==> config.mk <==
export PLATFORM = sky130hd
export DESIGN_NAME = studio2_keypad
export DESIGN_NICKNAME = d
export VERILOG_FILES = /design/src/rtl/studio2_keypad.sv
export SDC_FILE = /design/constraint.sdc
export NUM_CORES = 1
export LEC_CHECK = 0
export BUFFER_PORTS_ARGS = -buffer_cell sky130_fd_sc_hd__buf_2
export CAP_MARGIN = 20
export CORE_MARGIN = 10
export CORE_UTILIZATION = 25
export DETAILED_ROUTE_END_ITERATION = 8
export PLACE_DENSITY = 0.39
export SYNTH_ARGS = -nofsm -noshare
export SYNTH_HDL_FRONTEND = slang
export SYNTH_SLANG_ARGS = --single-unit
==> constraint.sdc <==
create_clock -name clk -period 22.5 [get_ports clk]
set_input_delay 4.5 -clock clk [delete_from_list [all_inputs] [get_ports clk]]
set_output_delay 4.5 -clock clk [all_outputs]
set_load 0.01 [all_outputs]
==> src/rtl/studio2_keypad.sv <==
// Studio II dual hexpad: PS/2 events -> two 10-key pads, OUT 2 key select, EF3/EF4 flags.
// Key state updates on the event edge; flags follow one edge later. No backpressure.
module studio2_keypad #(
   parameter int HOLD_W   = 20,
   parameter int MIN_HOLD = 500000
) (
   input  logic        clk,
   input  logic        reset,
   input  logic [10:0] ps2_key,
   input  logic        io_out,
   input  logic [2:0]  io_n,
   input  logic [7:0]  io_dout,
   output logic        ef3,
   output logic        ef4,
   output logic [3:0]  key_sel,
   output logic [9:0]  keys1,
   output logic [9:0]  keys2
);

   localparam int NKEY = 20;
   localparam logic [HOLD_W-1:0] HOLD_INIT = HOLD_W'(MIN_HOLD);
   localparam logic [HOLD_W-1:0] CNT_ONE   = HOLD_W'(1);

   logic              old_tog_q;
   logic              primed_q;
   logic [3:0]        sel_q, sel_d;
   logic              ef3_q, ef3_d;
   logic              ef4_q, ef4_d;
   logic [NKEY-1:0]   held_q, held_d;
   logic [NKEY-1:0]   pend_q, pend_d;
   logic [HOLD_W-1:0] cnt_q [NKEY];
   logic [HOLD_W-1:0] cnt_d [NKEY];

   logic              ev;
   logic              code_ok;
   logic              key_hit;
   logic [4:0]        key_idx;
   logic [15:0]       pad1_ext, pad2_ext;
   logic              unused_dout_hi;

   assign unused_dout_hi = ^io_dout[7:4];

   assign ev      = primed_q && (ps2_key[10] != old_tog_q);
   assign key_hit = ev && !ps2_key[8] && code_ok;

   always_comb begin
      code_ok = 1'b1;
      key_idx = 5'd0;
      case (ps2_key[7:0])
         8'h45: key_idx = 5'd0;
         8'h16: key_idx = 5'd1;
         8'h1E: key_idx = 5'd2;
         8'h26: key_idx = 5'd3;
         8'h25: key_idx = 5'd4;
         8'h2E: key_idx = 5'd5;
         8'h36: key_idx = 5'd6;
         8'h3D: key_idx = 5'd7;
         8'h3E: key_idx = 5'd8;
         8'h46: key_idx = 5'd9;
         8'h70: key_idx = 5'd10;
         8'h69: key_idx = 5'd11;
         8'h72: key_idx = 5'd12;
         8'h7A: key_idx = 5'd13;
         8'h6B: key_idx = 5'd14;
         8'h73: key_idx = 5'd15;
         8'h74: key_idx = 5'd16;
         8'h6C: key_idx = 5'd17;
         8'h75: key_idx = 5'd18;
         8'h7D: key_idx = 5'd19;
         default: code_ok = 1'b0;
      endcase
   end

   // The counter runs on every non-press edge (release edges included), so a key
   // whose counter shows 1 is in its last hold cycle: a release there drops it now.
   always_comb begin
      held_d = held_q;
      pend_d = pend_q;
      for (int k = 0; k < NKEY; k++) begin
         cnt_d[k] = cnt_q[k];
         if (key_hit && key_idx == 5'(k)) begin
            if (ps2_key[9]) begin
               held_d[k] = 1'b1;
               pend_d[k] = 1'b0;
               cnt_d[k]  = HOLD_INIT;
            end else if (cnt_q[k] <= CNT_ONE) begin
               held_d[k] = 1'b0;
               pend_d[k] = 1'b0;
               cnt_d[k]  = '0;
            end else begin
               pend_d[k] = 1'b1;
               cnt_d[k]  = cnt_q[k] - CNT_ONE;
            end
         end else begin
            if (cnt_q[k] != '0) begin
               cnt_d[k] = cnt_q[k] - CNT_ONE;
            end
            if (pend_q[k] && cnt_q[k] <= CNT_ONE) begin
               held_d[k] = 1'b0;
               pend_d[k] = 1'b0;
            end
         end
      end
   end

   // Zero-extending to 16 entries makes selects 10-15 read as "not held".
   assign pad1_ext = {6'b0, held_q[9:0]};
   assign pad2_ext = {6'b0, held_q[19:10]};

   always_comb begin
      sel_d = sel_q;
      if (io_out && io_n == 3'd2) begin
         sel_d = io_dout[3:0];
      end
      ef3_d = pad1_ext[sel_q];
      ef4_d = pad2_ext[sel_q];
   end

   always_ff @(posedge clk or posedge reset) begin
      if (reset) begin
         old_tog_q <= 1'b0;
         primed_q  <= 1'b0;
         sel_q     <= 4'd0;
         ef3_q     <= 1'b0;
         ef4_q     <= 1'b0;
         held_q    <= '0;
         pend_q    <= '0;
         for (int k = 0; k < NKEY; k++) begin
            cnt_q[k] <= '0;
         end
      end else begin
         old_tog_q <= ps2_key[10];
         primed_q  <= 1'b1;
         sel_q     <= sel_d;
         ef3_q     <= ef3_d;
         ef4_q     <= ef4_d;
         held_q    <= held_d;
         pend_q    <= pend_d;
         for (int k = 0; k < NKEY; k++) begin
            cnt_q[k] <= cnt_d[k];
         end
      end
   end

   assign ef3     = ef3_q;
   assign ef4     = ef4_q;
   assign key_sel = sel_q;
   assign keys1   = held_q[9:0];
   assign keys2   = held_q[19:10];

endmodule

==> results.sh <==
export IMPL_power_leakage_nw=11.0
export IMPL_first_pass_iters=5
export IMPL_path_clk_slew_ns=0.06
export IMPL_fin_tns_setup_ns=0
export IMPL_root_buffer="clkbuf_16"
export IMPL_netlist_area_um2=23500
export IMPL_hpwl_um=40700
export IMPL_r2r_end="cnt_q[133]"
export IMPL_drt_iter0_markers=947
export IMPL_die_w_um=326
export IMPL_seq_area_um2=11200
export IMPL_grt_pass1_vias=18634
export IMPL_dp_slack_ns=14.49
export IMPL_num_vias=18288
export IMPL_cts_hold_buf=0
export IMPL_multi_input_area_um2=11800
export IMPL_final_nets=2642
export IMPL_drc=0
export IMPL_required_ns=23.02
export IMPL_synth_cells=2511
export IMPL_grt_pass1_wl_um=100000
export IMPL_worstHoldPathCells=1
export IMPL_grt_overflow_total=0
export IMPL_layout_commonest_cell="dfrtp_1"
export IMPL_slew_viol_final=0
export IMPL_avgRoutedWirePerCell_um=15.5
export IMPL_cts_tree="done"
export IMPL_fin_skew_ns=0.0189
export IMPL_cts_resized=0
export IMPL_synth_edff_count=0
export IMPL_min_period_ns=7.40
export IMPL_async_flop_share_pct=100
export IMPL_ys_ff_latch=448
export IMPL_cts_buffers=58
export IMPL_min_path_type="reg2reg"
export IMPL_clock_sinks=448
export IMPL_ys_seq_area_share_pct=47.7
export IMPL_worstHoldStart="cnt_q[81]"
export IMPL_ff2ff_path_depth=8
export IMPL_avgSynthCellArea_um2=9.35
export IMPL_worst_pin_slew_ns=1.02
export IMPL_hold_viol=0
export IMPL_fin_util_pct=29.1
export IMPL_p_per_area_nw_per_um2=94.0
export IMPL_finalSetupViolations=0
export IMPL_timing_rr_start="cnt_q[122]"
export IMPL_antenna_found_initial=10
export IMPL_crit_arrival_ns=7.92
export IMPL_startpoint_type="primary input"
export IMPL_grt_util_all_layers_pct=11.2
export IMPL_ys_warn_count=0
export IMPL_nFillCells=9928
export IMPL_area_growth_pct=15.8
export IMPL_synthFlopType="dfrtp_1"
export IMPL_rows=112
export IMPL_grt_setup_unrepaired="false"
export IMPL_clockBufferDepth=3
export IMPL_cap_violations=0
export IMPL_max_freq_mhz=135
export IMPL_wl_um=60300
export IMPL_core_um2=93300
export IMPL_ant_nets=0
export IMPL_die_area_um2=107000
export IMPL_final_cell_mix="dfrtp_1, nor2_1, nand2_1"
export IMPL_worst_slack_ns=15.10
export IMPL_vias_per_cell=4.71
export IMPL_cts_htree_levels=2
export IMPL_setup_worst_path_class="in2reg"
export IMPL_outcome="complete, no violations"
export IMPL_r2r_slack_ns=18.92
export IMPL_max_slew_margin_pct=32.3
export IMPL_portBuffers=46
export IMPL_post_cts_buffers=0
export IMPL_path_max_fanout=19
export IMPL_drive_gt1_share_pct=8.65
export IMPL_clk_latency_ns=0.64
export IMPL_synth_nets=2576
export IMPL_critPathCaptureType="register"
export IMPL_grt_max_degree=166
export IMPL_die_h_um=326
export IMPL_finalCritPeriodShare_pct=32.9
export IMPL_synth_cell_types=75
export IMPL_routabilityCongestion=0.758
export IMPL_initial_core_util_pct=25.2
export IMPL_io_pins=51
export IMPL_peakVddDrop_v=0.0000706
export IMPL_worstHoldEndpoint="cnt_q[81]"
-- layout make-up --
cell class / instances / share of cell area (%)
Timing Repair Buffer: 75 / 1.71
Clock inverter: 24 / 1.09
Clock buffer: 83 / 6.01
Tap cell: 1254 / 5.77
Inverter: 68 / 0.966
Multi-Input combinational cell: 1926 / 43.2
Sequential cell: 448 / 41.2
Antenna cell: 3 / 0.0276
-- cells in the mapped netlist, types with 15 or more instances --
master    number  area share (%)
dfrtp_1      448              48
nor2_1       320             5.1
nand2_1      261             4.2
xnor2_1      183             6.8
nor3_1       157             3.3
o21ai_0      156             3.3
xor2_1       113             4.2
nor4_1        97             2.6
nand3_1       83             1.8
or3_1         82             2.2
inv_1         68             1.1
a21oi_1       67             1.4
or4_1         44             1.4
clkbuf_1      40            0.64
ha_1          40             2.1
buf_2         24            0.51
nand2b_1      22            0.59
o31ai_1       20            0.64
a21o_1        17            0.54
nand3b_1      17            0.54
nor2b_1       16            0.43
nor4b_1       16            0.60
nand4_1       15            0.40
nand4b_1      15            0.56
-- worst max-delay path by stage --
| stage | start | to | slack (ns) | cells after the start |
|---|---|---|---|---|
| 2_1_floorplan | reset | cnt_q[0] | 5.51 | 1 |
| 3_3_place_gp | ps2_key[6] | cnt_q[360] | 14.28 | 8 |
| 3_5_place_dp | ps2_key[6] | cnt_q[294] | 14.49 | 10 |
| 4_1_cts | ps2_key[6] | cnt_q[294] | 15.17 | 10 |
| 5_1_grt | ps2_key[6] | cnt_q[294] | 14.93 | 10 |
| 6_report | ps2_key[6] | cnt_q[294] | 15.10 | 10 |
-- logic make-up after synthesis --
logic type | Yosys count | synth area share, %
AND/OR/NAND/NOR | 1229 | 26.7
flip-flops | 448 | 47.7
AO/OA/AOI/OAI | 342 | 8.96
XOR/XNOR | 296 | 11.0
buffers and inverters | 137 | 2.38
adder cells (fa/ha/maj) | 40 | 2.13
multiplexers | 18 | 1.00
other | 1 | 0.0160
-- sequential cells by signal, summed over array words and instances, names as in the netlist --
register	count
pend_q	20
ef4	1
primed_q	1
ef3	1
held_q	20
cnt_q	400
key_sel	4
old_tog_q	1
-- power by group --
part           internal, mW  switching, mW
sequential            0.984          0.179
combinational         0.217          0.234
clock                 0.564          0.378
total                  1.76          0.791
-- critical path: stages --
cell and delay [ns]:
buf_2 0.28, nor4bb_1 0.66, nand3_1 0.18, o211a_1 0.25, a211oi_4 0.58, buf_4 0.34, a211o_1 0.54, nor4b_1 0.37
xnor2_1 0.16, nor2_1 0.05
-- layer usage --
layer,up-vias,wire length (µm),GRT usage [%]
met5,-,66,0
met4,10,1030,2.58
met3,85,3000,2.74
met2,234,26900,18.0
met1,8993,29300,15.2
li1,8966,-,-
-- per-stage QoR --
step                      cells  hold WS, ns  cell area (µm²)  total power [mW]
after floorplan            2511        0.450            23500              1.50
after global placement     3766        0.458            25200              1.61
after detailed placement   3768        0.467            25200              1.63
after CTS                  3875        0.479            27200              2.60
after global routing       3880        0.524            27200              2.73
final                      3881        0.479            27200              2.56
(Power assumes the default switching activity.)
